$ cat src/rtl/uart_ctrl_pkg.sv
// rtl/uart_ctrl_pkg.sv - shared widths and FSM state types for the UART command sequencer
//   CMD_W      : assembled command width (opcode[23:16], data[15:0])
//   RESP_W     : response payload width
//   rx_state_t : command assembly states
//   tx_state_t : response serialiser states
package uart_ctrl_pkg;

  localparam int CMD_W  = 24;
  localparam int RESP_W = 16;

  typedef enum logic [1:0] {
    RX_B0,
    RX_B1,
    RX_B2,
    RX_HOLD
  } rx_state_t;

  typedef enum logic [2:0] {
    TX_IDLE,
    TX_HI,
    TX_WAIT_HI,
    TX_LO,
    TX_WAIT_LO
  } tx_state_t;

endpackage

$ cat src/rtl/uart_resp_tx.sv
// rtl/uart_resp_tx.sv - serialises a 1- or 2-byte response through the UART transmitter
//   clk, rst      : clock, synchronous active-high reset
//   send_resp     : start request, honoured only while idle
//   resp          : response payload, latched on send_resp
//   resp_len      : 0 = resp[7:0] only, 1 = resp[15:8] then resp[7:0]
//   tx_done       : UART transmit complete level
//   trmt          : one-cycle UART transmit start
//   tx_data       : byte presented to the UART, held until the next load
//   tx_busy       : sequencer not idle
//   resp_sent     : one-cycle pulse once the last byte has completed
module uart_resp_tx
  import uart_ctrl_pkg::*;
(
  input  logic              clk,
  input  logic              rst,
  input  logic              send_resp,
  input  logic [RESP_W-1:0] resp,
  input  logic              resp_len,
  input  logic              tx_done,
  output logic              trmt,
  output logic [7:0]        tx_data,
  output logic              tx_busy,
  output logic              resp_sent
);

  tx_state_t         state, state_n;
  logic [RESP_W-1:0] payload;
  logic              tx_done_q;
  logic              done_rise;

  // Only a fresh rising edge completes a byte; a level left high from an
  // earlier frame must not advance the sequencer.
  assign done_rise = tx_done & ~tx_done_q;
  assign tx_busy   = (state != TX_IDLE);

  always_comb begin
    state_n = state;
    case (state)
      TX_IDLE:    if (send_resp) state_n = resp_len ? TX_HI : TX_LO;
      TX_HI:      state_n = TX_WAIT_HI;
      TX_WAIT_HI: if (done_rise) state_n = TX_LO;
      TX_LO:      state_n = TX_WAIT_LO;
      TX_WAIT_LO: if (done_rise) state_n = TX_IDLE;
      default:    state_n = TX_IDLE;
    endcase
  end

  always_ff @(posedge clk) begin
    if (rst) begin
      state     <= TX_IDLE;
      payload   <= '0;
      tx_done_q <= 1'b0;
      trmt      <= 1'b0;
      tx_data   <= 8'h00;
      resp_sent <= 1'b0;
    end else begin
      state     <= state_n;
      tx_done_q <= tx_done;
      trmt      <= (state == TX_HI) || (state == TX_LO);
      resp_sent <= (state == TX_WAIT_LO) && done_rise;
      if ((state == TX_IDLE) && send_resp) payload <= resp;
      if (state == TX_HI) tx_data <= payload[15:8];
      if (state == TX_LO) tx_data <= payload[7:0];
    end
  end

endmodule

$ cat src/rtl/uart_cmd_ctrl.sv
// rtl/uart_cmd_ctrl.sv - assembles 3-byte UART commands and sequences UART responses
//   clk, rst      : clock, synchronous active-high reset
//   rdy, rx_data  : UART received byte and its valid flag
//   clr_rdy       : one-cycle acknowledge of a received byte
//   trmt, tx_data : UART transmit start pulse and byte
//   tx_done       : UART transmit complete level
//   cmd_rdy, cmd  : completed command {opcode, data}, held until clr_cmd_rdy
//   clr_cmd_rdy   : host has consumed cmd
//   send_resp, resp, resp_len : response request, payload and length
//   tx_busy, resp_sent        : response sequencer status
//   frame_err     : one-cycle pulse when a partial command times out
module uart_cmd_ctrl
  import uart_ctrl_pkg::*;
#(
  parameter int TIMEOUT_CYCLES = 2**20,
  parameter int TO_W           = $clog2(TIMEOUT_CYCLES)
) (
  input  logic              clk,
  input  logic              rst,
  input  logic              rdy,
  input  logic [7:0]        rx_data,
  output logic              clr_rdy,
  output logic              trmt,
  output logic [7:0]        tx_data,
  input  logic              tx_done,
  output logic              cmd_rdy,
  output logic [CMD_W-1:0]  cmd,
  input  logic              clr_cmd_rdy,
  input  logic              send_resp,
  input  logic [RESP_W-1:0] resp,
  input  logic              resp_len,
  output logic              tx_busy,
  output logic              resp_sent,
  output logic              frame_err
);

  rx_state_t    state, state_n;
  logic [15:0]  partial;
  logic [TO_W-1:0] to_cnt;
  logic         accept;
  logic         timeout;
  logic         counting;

  assign counting = (state == RX_B1) || (state == RX_B2);

  // The ~clr_rdy term blocks a second capture of the same byte during the
  // cycle in which the UART is still clearing rdy.
  always_comb begin
    state_n = state;
    accept  = 1'b0;
    timeout = 1'b0;
    case (state)
      RX_B0: begin
        if (rdy && !clr_rdy) begin
          accept  = 1'b1;
          state_n = RX_B1;
        end
      end
      RX_B1, RX_B2: begin
        if (rdy && !clr_rdy) begin
          accept  = 1'b1;
          state_n = (state == RX_B1) ? RX_B2 : RX_HOLD;
        end else if (to_cnt == TO_W'(TIMEOUT_CYCLES - 1)) begin
          timeout = 1'b1;
          state_n = RX_B0;
        end
      end
      RX_HOLD: begin
        // cmd_rdy is always set in this state, so clr_cmd_rdy alone suffices.
        if (clr_cmd_rdy) state_n = RX_B0;
      end
      default: state_n = RX_B0;
    endcase
  end

  // The first two bytes are staged in partial so a timed-out frame never
  // disturbs the last completed cmd.
  always_ff @(posedge clk) begin
    if (rst) begin
      state     <= RX_B0;
      partial   <= 16'h0000;
      cmd       <= '0;
      to_cnt    <= '0;
      clr_rdy   <= 1'b0;
      cmd_rdy   <= 1'b0;
      frame_err <= 1'b0;
    end else begin
      state     <= state_n;
      clr_rdy   <= accept;
      frame_err <= timeout;

      if (accept || timeout || !counting) to_cnt <= '0;
      else                                to_cnt <= to_cnt + TO_W'(1);

      if (accept) begin
        case (state)
          RX_B0:   partial[15:8] <= rx_data;
          RX_B1:   partial[7:0]  <= rx_data;
          RX_B2: begin
            cmd     <= {partial, rx_data};
            cmd_rdy <= 1'b1;
          end
          default: ;
        endcase
      end

      if ((state == RX_HOLD) && clr_cmd_rdy) cmd_rdy <= 1'b0;
    end
  end

  uart_resp_tx u_resp_tx (
    .clk       (clk),
    .rst       (rst),
    .send_resp (send_resp),
    .resp      (resp),
    .resp_len  (resp_len),
    .tx_done   (tx_done),
    .trmt      (trmt),
    .tx_data   (tx_data),
    .tx_busy   (tx_busy),
    .resp_sent (resp_sent)
  );

endmodule

$ cat config.mk
export PLATFORM = sky130hd
export DESIGN_NAME = uart_cmd_ctrl
export DESIGN_NICKNAME = d
export VERILOG_FILES = /design/src/rtl/uart_ctrl_pkg.sv /design/src/rtl/uart_resp_tx.sv /design/src/rtl/uart_cmd_ctrl.sv
export SDC_FILE = /design/constraint.sdc
export NUM_CORES = 1
export LEC_CHECK = 0
export ABC_AREA = 1
export BUFFER_PORTS_ARGS = -buffer_cell sky130_fd_sc_hd__buf_2
export CAP_MARGIN = 20
export CORE_ASPECT_RATIO = 0.8
export CORE_UTILIZATION = 50
export DETAILED_ROUTE_END_ITERATION = 16
export PLACE_DENSITY_LB_ADDON = 0.25
export SETUP_SLACK_MARGIN = 0.3
export SLEW_MARGIN = 5
export SYNTH_ARGS = -nofsm -noshare
export SYNTH_HDL_FRONTEND = slang
export SYNTH_SLANG_ARGS = --single-unit
$ cat constraint.sdc
create_clock -name clk -period 1.61 [get_ports clk]
set_input_delay 0.161 -clock clk [delete_from_list [all_inputs] [get_ports clk]]
set_output_delay 0.161 -clock clk [all_outputs]
set_load 0.01 [all_outputs]
==> metrics.txt, run 1 <==
Maximum Capacitance Violations 0; top flip-flop cell by instance count after synthesis dfxtp_1; overall via count from detail_route 3541; TritonCTS clock tree built; maximum achievable frequency approximately 690 MHz; maximum number of pins on one net before global-route repair 65; Hold Path Cell Cnt 3; yosys warns 0; number of flops mapped to enable cells by yosys 0; buffer type at the clock tree root clkbuf_8; number of antenna-violating nets in the routed design 0; number of buffers on the longest clock path 2; simple-gate share of the synthesized area 19.9%; count of unique library cells instantiated by Yosys 32; core area ~7400 um^2; IR drop worst, VDD between 0.6 and 0.7 mV; GRT Util Overall 22.1%; fraction of layout cells with a size suffix above 1 about a third; delay of the slowest critical-path stage 0.37 ns; Min-Delay Endpoint u_resp_tx.tx_done_q$_SDFF_PP0_; Synthesized Nets 530; critical path fanouts, max 4; final sum of negative setup slack 0 ns; cell type with the highest aggregate area in the netlist dfxtp_1; via density per instance between 5 and 6; area added between synthesis and finish 33.3%; standard-cell rows 28; chip width between 90 and 100 um; average detailed-routed wire length per instance 13.4 um; total wire length around 9.3 mm; area fraction of the dominant cell type after synthesis 50.0%; unrepaired setup endpoints after global routing yes; Mapped Cells 494; number of antenna violations at the first check in global routing 0; largest family of logic cells by synthesized area simple AND/OR/NAND/NOR gates; Worst R2R Path Depth 7; PortBufs ~70; fraction of the mapped netlist area in adder cells around 1.6%; biggest area contributors in the synthesized netlist dfxtp_1 50%, o21ai_0 9.5%, nor2_1 8.2%, a21oi_1 6.8%, inv_1 6.0%; residual overflow from global routing 0; crit share post-route 89.9%; critical path's slowest cell dfxtp_4; top library cells by usage in the layout, fill and taps aside 77 x dfxtp_1, 70 x nor2_1, 68 x buf_2; Final Slew Violations 0; largest clock skew in the final design a little over 0.009 ns; worst reg2reg path endpoint to_cnt[12]$_SDFF_PP0_; CTS sink cnt 95; post-layout net count about 620; number of synthesized register bits 95; category of the worst setup path capture point flip-flop; setup slack of the worst register-to-register path 0.16 ns; critical path class flip-flop to flip-flop; Least-Margin Pin Slew 0.387 ns; netlist area before placement 3800 um^2; worst slew slack as a fraction of its limit ~74%; vias in the first global route between 3k and 4k; leading cell type in the layout, fill and taps excluded dfxtp_1; register area share after synthesis 50.0%; total design power around 0.0060 W; synthesized-area fraction occupied by ao, oa, aoi and oai cells between 10% and 20%; type of the tightest min-delay check input port to flip-flop; ordered cell list for the critical path ha_4, nand3_4, nor2_4, buf_4, nand2_2, o21ai_0, a21oi_2; family with the most delay on the worst path flip-flops; CTS buffer count 9; Hold Startpoint tx_done; Power per Cell Area approximately 1200 nW/um^2; mux share of post-synthesis cell area 0%; die height 80.0 um; last weighted congestion value of the routability-driven placer 0.854; number of buffers and inverters on the critical path 1; first-pass GRT wire length around 14 mm; insertion delay to the later sink of the worst-skew pair between 0.3 and 0.4 ns; DR iter-0 viols ~210; I/O pin cnt 69; status finished clean; data required time of the worst path between 1.5 and 2 ns; number of search-and-repair iterations in the first detailed-routing pass 4; area enclosed by the die boundary ~8000 um^2; xor/xnor cell area share of the yosys netlist 2.07%; category of the worst setup path launch point flip-flop; effective utilization at floorplan between 50% and 60%; Leak Pwr about 2.1 nW; final setup vio count 0; share of flip-flops with an asynchronous set or reset after synthesis 0%; worst path arrival time around 1.7 ns; clock slew seen by the registers of the worst setup and hold paths 0.09 ns; total number of H-tree levels 3; shortest clock period the worst path allows after layout 1.45 ns; number of remaining DRC errors 0; half-perimeter wire length after placement around 5.7 mm; number of diodes added for antenna fixing 0; hold violation count in the final report 0; critical register-to-register path startpoint to_cnt[1]$_SDFF_PP0_; average size of a mapped cell about 7.7 um^2
## registers in the layout (all words and copies together), names as in the netlist
name                 cells
clr_rdy                  1
cmd                     24
frame_err                1
to_cnt                  20
state                    2
u_resp_tx.tx_done_q      1
cmd_rdy                  1
u_resp_tx.resp_sent      1
u_resp_tx.trmt           1
partial                 16
u_resp_tx.state          3
u_resp_tx.tx_data        8
u_resp_tx.payload       16
## Yosys cell counts (3+ instances only)
master and number:
buf_2 3, a21oi_1 52, xor2_1 8, nor2_1 83, o21ai_0 72, dfxtp_1 95
nor3_1 8, nand2_1 47, inv_1 61, nand3_1 14, ha_1 5, nor3_2 3
clkbuf_1 14
## cells by family after synthesis
kind of cell	Yosys count
xor gates and xnor gates	9
DFF	95
buffers and inverters	82
AOI/OAI and AO/OA	131
and+or+nand+nor	172
adders and majority gates	5
## how the worst max path moves through the flow
stage,startpoint,to,slack (ns),cells after the start
after floorplan,to_cnt[0]$_SDFF_PP0_,to_cnt[14]$_SDFF_PP0_,0.28,8
after CTS,to_cnt[5]$_SDFF_PP0_,to_cnt[16]$_SDFF_PP0_,0.19,9
after detailed placement,state[1]$_SDFFE_PP0P_,to_cnt[5]$_SDFF_PP0_,0.14,8
after global routing,to_cnt[13]$_SDFF_PP0_,to_cnt[4]$_SDFF_PP0_,0.12,9
final,to_cnt[1]$_SDFF_PP0_,to_cnt[12]$_SDFF_PP0_,0.16,7
after global placement,state[0]$_SDFFE_PP0P_,to_cnt[11]$_SDFF_PP0_,0.20,8
## worst min-delay path, stage by stage
cell	delay, ns
buf_2	0.07
inv_1	0.03
nor2_1	0.07
## metal layers
layer | part of all wire [%] | vias up | global-route usage, % | wire length (um)
li1 | - | 1789 | - | -
met1 | 46 | 1643 | 28.8 | 4310
met2 | 48 | 98 | 36.6 | 4440
met3 | 5.1 | 11 | 4.99 | 475
met4 | 1.2 | 0 | 6.47 | 108
met5 | 0 | - | 0 | 0
## cell type report
type	instances	area [um^2]
timing repair buffer	102	744
multi-input combinational	317	1820
inverter	62	243
clock buffer	12	155
fill	575	2320
clock inverter	4	30.0
tap	105	131
sequential	95	1940
timing repair inverter	1	7.51
## metrics by stage
step	cells	instance area (um^2)	hold slack, ns	utilization, %	setup slack [ns]
finish	698	5070	0.0187	68.6	0.163
global route	698	5070	0.0524	68.6	0.117
CTS	683	4680	0.00865	63.3	0.186
detailed placement	657	4330	0.364	58.6	0.143
global placement	657	4330	0.365	58.6	0.205
floorplan	494	3840	0.250	-	0.279
## timing repair
| item | 4_1_cts | 5_1_grt |
|---|---|---|
| endpoints found under the hold margin | 1 | 0 |
| setup buffers | 6 | 12 |
| resized for setup | 25 | 90 |
| setup endpoints to repair | 62 | 80 |
| hold buffers | 1 | 0 |
| cloned | 3 | 3 |
| pin swaps | 5 | 25 |
## report_power, final
group          internal, W  switching, W
clock network     0.000650      0.000812
logic             0.000711      0.000946
registers          0.00268      0.000183
No activity file was read; power rests on OpenSTA's default activity.
==> run 2, diff against run 1 <==
Settings changed: PLACE_DENSITY from default to 0.75, PLACE_DENSITY_LB_ADDON 0.25 to default.
==> run 2 against run 1 <==
Final cell count fell by 0.57%. Clock power about the same. Global-route usage shrank 0.97 points. Clock skew fell by 0.0041 ns. Maximum frequency grew 0.94%. First-iteration DRC count fell by 1.9%. Via count down 1.8%. Combinational power down 8%. Setup slack better by 0.014 ns.
==> metrics.txt, run 2 (synthesis gave the netlist of run 1 again) <==
die height roughly 80 um; overall via count from detail_route 3477; fraction of layout cells with a size suffix above 1 29.4%; flip-flop count of the largest register, all copies and words added 24; Routed met2 length between 4 and 5 mm; Least-Margin Pin Slew roughly 0.35 ns; maximum achievable frequency about 700 MHz; average detailed-routed wire length per instance approximately 12 um; I/O pin cnt between 60 and 70; final sum of negative setup slack 0 ns; number of remaining DRC errors 0; shortest clock period the worst path allows after layout approximately 1.4 ns; total number of H-tree levels 3; total wire length roughly 8.7 mm; standard-cell rows 28; CTS sink cnt 95; leading cell type in the layout, fill and taps excluded dfxtp_1; status finished clean; data required time of the worst path about 1.9 ns; top library cells by usage in the layout, fill and taps aside 79 x dfxtp_1, 77 x nor2_1, 68 x buf_2; Post-Place Setup Slack 0.139 ns; CTS buffer count 9; insertion delay to the later sink of the worst-skew pair roughly 0.36 ns; crit share post-route a little under 90%; number of search-and-repair iterations in the first detailed-routing pass 4; worst slew slack as a fraction of its limit between 70% and 80%; maximum number of pins on one net before global-route repair between 40 and 50; number of diodes added for antenna fixing 0; setup slack of the worst register-to-register path about 0.18 ns; largest clock skew in the final design approximately 0.0050 ns; Met3 Routed Length around 430 um; unrepaired setup endpoints after global routing yes; met1 WL around 4.1 mm; registers with the most flip-flops cmd: 24 flops, to_cnt: 20 flops; number of buffers on the longest clock path 2; post-layout net count a little over 600; half-perimeter wire length after placement around 5.7 mm; buffer type at the clock tree root clkbuf_8; area enclosed by the die boundary between 7000 and 8000 um^2; Maximum Capacitance Violations 0; Leak Pwr 2.01 nW; effective utilization at floorplan 51.5%; Final Slew Violations 0; worst-case hold slack approximately 0.022 ns; last weighted congestion value of the routability-driven placer approximately 0.84; DR iter-0 viols a little over 200; via density per instance between 5 and 6; Worst R2R Path Depth 8; IR drop worst, VDD roughly 0.77 mV; critical path class flip-flop to flip-flop; worst reg2reg path endpoint to_cnt[7]$_SDFF_PP0_; crit path to to_cnt[7]$_SDFF_PP0_; uppermost layer routed met4; clock slew seen by the registers of the worst setup and hold paths roughly 0.090 ns; category of the worst setup path capture point flip-flop; Power per Cell Area around 1200 nW/um^2; number of antenna violations at the first check in global routing 0; category of the worst setup path launch point flip-flop; final setup vio count 0; PortBufs between 60 and 70; crit path from state[1]$_SDFFE_PP0P_; GRT Util Overall around a fifth; residual overflow from global routing 0; vias in the first global route between 2k and 3k; worst path arrival time between 1.5 and 2 ns; chip width approximately 100 um; core area 7390 um^2; first-pass GRT wire length between 10 and 15 mm; critical path fanouts, max 5; area of placed instances between 4000 and 5000 um^2; number of antenna-violating nets in the routed design 0; Largest Register cmd; type of the tightest min-delay check input port to flip-flop; least setup slack across all paths after layout 0.177 ns; post-route standard cell area excluding fillers just under 5000 um^2; area added between synthesis and finish 27.5%; TritonCTS clock tree built; hold violation count in the final report 0; critical register-to-register path startpoint state[1]$_SDFFE_PP0P_
==> run 2: worst min path at each step <==
stage | from | endpoint | slack [ns] | cells after the start
4_1_cts | tx_done | u_resp_tx.tx_done_q$_SDFF_PP0_ | 0.01 | 3
2_1_floorplan | rst | u_resp_tx.trmt$_SDFF_PP0_ | 0.25 | 1
6_report | tx_done | u_resp_tx.tx_done_q$_SDFF_PP0_ | 0.02 | 3
3_3_place_gp | clr_cmd_rdy | cmd_rdy$_SDFFE_PP0P_ | 0.37 | 2
3_5_place_dp | clr_cmd_rdy | cmd_rdy$_SDFFE_PP0P_ | 0.37 | 2
5_1_grt | tx_done | u_resp_tx.tx_done_q$_SDFF_PP0_ | 0.03 | 3
==> run 2: worst max-delay path: stages (launching register included) <==
cell	delay (ns)
dfxtp_2	0.37
inv_2	0.06
ha_4	0.28
inv_1	0.07
nor2_4	0.14
nand3_4	0.09
nand2_4	0.13
clkbuf_16	0.15
a21oi_1	0.03
==> run 2: power by group <==
group          switching [W]  internal [W]
registers           0.000178       0.00269
logic               0.000881      0.000639
clock network       0.000864      0.000580
==> run 2: layout make-up <==
class / count / area (um^2)
Clock buffer: 9 / 124
Clock inverter: 7 / 56.3
Fill cell: 628 / 2540
Inverter: 62 / 238
Multi-Input combinational cell: 317 / 1710
Sequential cell: 95 / 1930
Tap cell: 105 / 131
Timing Repair Buffer: 99 / 667
==> run 2: what timing repair did <==
| action | 4_1_cts | 5_1_grt |
|---|---|---|
| hold buffers | 1 | 0 |
| pin swaps | 2 | 10 |
| endpoints found under the setup margin | 63 | 66 |
| gates cloned | 1 | 2 |
| endpoints found under the hold margin | 1 | 0 |
| gates resized for setup | 22 | 40 |
| setup buffers | 7 | 10 |
==> run 2: metrics by stage <==
step	instances	power, W	utilization [%]
after floorplan	494	0.00377	-
after global placement	657	0.00411	58.4
after detailed placement	657	0.00416	58.4
after CTS	682	0.00567	62.6
after global routing	694	0.00615	65.6
final	694	0.00583	65.6
==> run 2: layer usage <==
metal | vias up | GRT usage (%)
li1 | 1775 | -
met1 | 1591 | 28.0
met2 | 100 | 34.4
met3 | 11 | 4.82
met4 | 0 | 6.18
met5 | - | 0
==> run 3, diff against run 2 <==
Settings changed: CORE_ASPECT_RATIO 0.8 to default, CORE_MARGIN from default to 1.5.
==> run 3 against run 2 <==
Final cell count decreased by 1.0%. Via count is 0.92% higher. Sequential share of layout area shrank 0.79 points. Clock-buffer cell count up 1. Power grew 5.5%.
==> metrics.txt, run 3 (synthesis gave the netlist of run 1 again) <==
die height 90.2 um; number of remaining DRC errors 0; type of the tightest min-delay check input port to flip-flop; IR drop worst, VDD around 0.83 mV; effective utilization at floorplan 52.2%; Final Slew Violations 0; Hold Path Cell Cnt 3; GRT Util Overall a little over a fifth; insertion delay to the later sink of the worst-skew pair 0.35 ns; data required time of the worst path ~1.9 ns; fraction of layout cells with a size suffix above 1 between 30 and 40%; vias in the first global route ~3.3k; Pint between 0.004 and 0.005 W; category of the worst setup path launch point flip-flop; chip width around 90 um; leading cell type in the layout, fill and taps excluded dfxtp_1; sequential share of power 46.6%; buffer type at the clock tree root clkbuf_8; TritonCTS clock tree built; crit share post-route around nine tenths; CTS sink cnt 95; core area approximately 7300 um^2; Clk network pwr share about 28%; PortBufs a little under 70; area added between synthesis and finish 30.5%; flip-flop count of the largest register, all copies and words added 24; average detailed-routed wire length per instance roughly 13 um; Maximum Capacitance Violations 0; critical path class flip-flop to flip-flop; largest clock skew in the final design a little under 0.01 ns; Power per Cell Area about 1200 nW/um^2; Psw 0.00189 W; clock slew seen by the registers of the worst setup and hold paths approximately 0.090 ns; maximum achievable frequency 693 MHz; registers with the most flip-flops cmd: 24 flops, to_cnt: 20 flops; ordered cell list for the critical path nand2_1, inv_2, nand2_1, nor2_2, and2_4, nand3_4, nand2_8, clkbuf_16, nor2_1; Min-Delay Endpoint u_resp_tx.tx_done_q$_SDFF_PP0_; critical register-to-register path startpoint to_cnt[8]$_SDFF_PP0_; share of total power consumed by net switching ~31%; Post-Route Utilization 68.1%; shortest clock period the worst path allows after layout roughly 1.4 ns; Worst R2R Path Depth 9; setup slack of the worst register-to-register path approximately 0.17 ns; Hold Startpoint tx_done; last weighted congestion value of the routability-driven placer 0.822; Least-Margin Pin Slew around 0.42 ns; category of the worst setup path capture point flip-flop; total design power just over 0.006 W; number of antenna-violating nets in the routed design 0; total number of H-tree levels 3; hold violation count in the final report 0; maximum number of pins on one net before global-route repair between 40 and 50; via density per instance 5.11; Leak Pwr about 2 nW; top library cells by usage in the layout, fill and taps aside 78 x dfxtp_1, 73 x nor2_1, 68 x buf_2; first-pass GRT wire length 14.5 mm; number of diodes added for antenna fixing 0; status finished clean; CTS buffer count 9; post-layout net count 620; critical path fanouts, max 5; worst path arrival time 1.69 ns; I/O pin cnt between 60 and 70; unrepaired setup endpoints after global routing yes; critical path's slowest cell dfxtp_1; final setup vio count 0; number of buffers on the longest clock path 2; worst reg2reg path endpoint to_cnt[13]$_SDFF_PP0_; DR iter-0 viols approximately 160; half-perimeter wire length after placement 5.72 mm; Crit path top cell by count nand2_1; worst slew slack as a fraction of its limit 71.8%; overall via count from detail_route ~3.5k; Largest Register cmd; number of search-and-repair iterations in the first detailed-routing pass 5; final sum of negative setup slack 0 ns; residual overflow from global routing 0; area enclosed by the die boundary about 8100 um^2; total wire length 9.01 mm; number of antenna violations at the first check in global routing 0; delay of the slowest critical-path stage 0.37 ns; Logic pwr share 25.3%; standard-cell rows 31
[run 3: repair_timing]
action / CTS / global route
resized for setup: 20 / 68
endpoints found under the hold margin: 1 / 0
hold buffers: 1 / 0
buffers inserted: 8 / 6
cloned: 1 / 4
pin swaps: 3 / 11
endpoints found under the setup margin: 65 / 73
[run 3: how the worst max path moves through the flow]
stage,startpoint,slack [ns],endpoint
6_report,to_cnt[8]$_SDFF_PP0_,0.17,to_cnt[13]$_SDFF_PP0_
2_1_floorplan,to_cnt[0]$_SDFF_PP0_,0.28,to_cnt[14]$_SDFF_PP0_
3_3_place_gp,state[0]$_SDFFE_PP0P_,0.20,to_cnt[13]$_SDFF_PP0_
3_5_place_dp,state[0]$_SDFFE_PP0P_,0.14,to_cnt[3]$_SDFF_PP0_
4_1_cts,to_cnt[8]$_SDFF_PP0_,0.21,to_cnt[5]$_SDFF_PP0_
5_1_grt,to_cnt[8]$_SDFF_PP0_,0.11,to_cnt[13]$_SDFF_PP0_
[run 3: final cells by class]
cell class	count	area, um^2
clock inverter	5	80.1
inverter	62	240
tap	99	124
clock buffer	10	138
multi-input combinational	317	1760
timing repair buffer	99	684
fill	594	2330
sequential	95	1940
[run 3: per-stage QoR]
stage | cells | hold WS, ns | setup WS, ns | instance area, um^2
after global routing | 687 | 0.0372 | 0.111 | 4960
final | 687 | 0.0105 | 0.167 | 4960
after CTS | 677 | 0.00450 | 0.206 | 4680
after detailed placement | 652 | 0.370 | 0.144 | 4320
after floorplan | 494 | 0.250 | 0.279 | 3840
after global placement | 652 | 0.372 | 0.200 | 4320
[run 3: power by group through the flow]
| stage | Clock, W | Sequential (W) | Combinational (W) |
|---|---|---|---|
| floorplan | 0 | 0.00291 | 0.000859 |
| global placement | 0 | 0.00287 | 0.00125 |
| finish | 0.00173 | 0.00287 | 0.00155 |
| CTS | 0.00174 | 0.00284 | 0.00135 |
| detailed placement | 0 | 0.00289 | 0.00128 |
| global route | 0.00186 | 0.00291 | 0.00174 |
[run 3: routing by layer]
layer | vias up | GRT usage (%) | wire (um)
li1 | 1778 | - | -
met1 | 1613 | 27.5 | 3910
met2 | 108 | 35.5 | 4430
met3 | 10 | 4.40 | 540
met4 | 0 | 8.60 | 130
met5 | - | 0 | 0
[run 3: worst max-delay path: cells and delay by family, from the launching register on]
family / cells / cell delay [ns]
AND/OR/NAND/NOR: 7 / 0.73
buffers and inverters: 2 / 0.24
flip-flops: 1 / 0.37
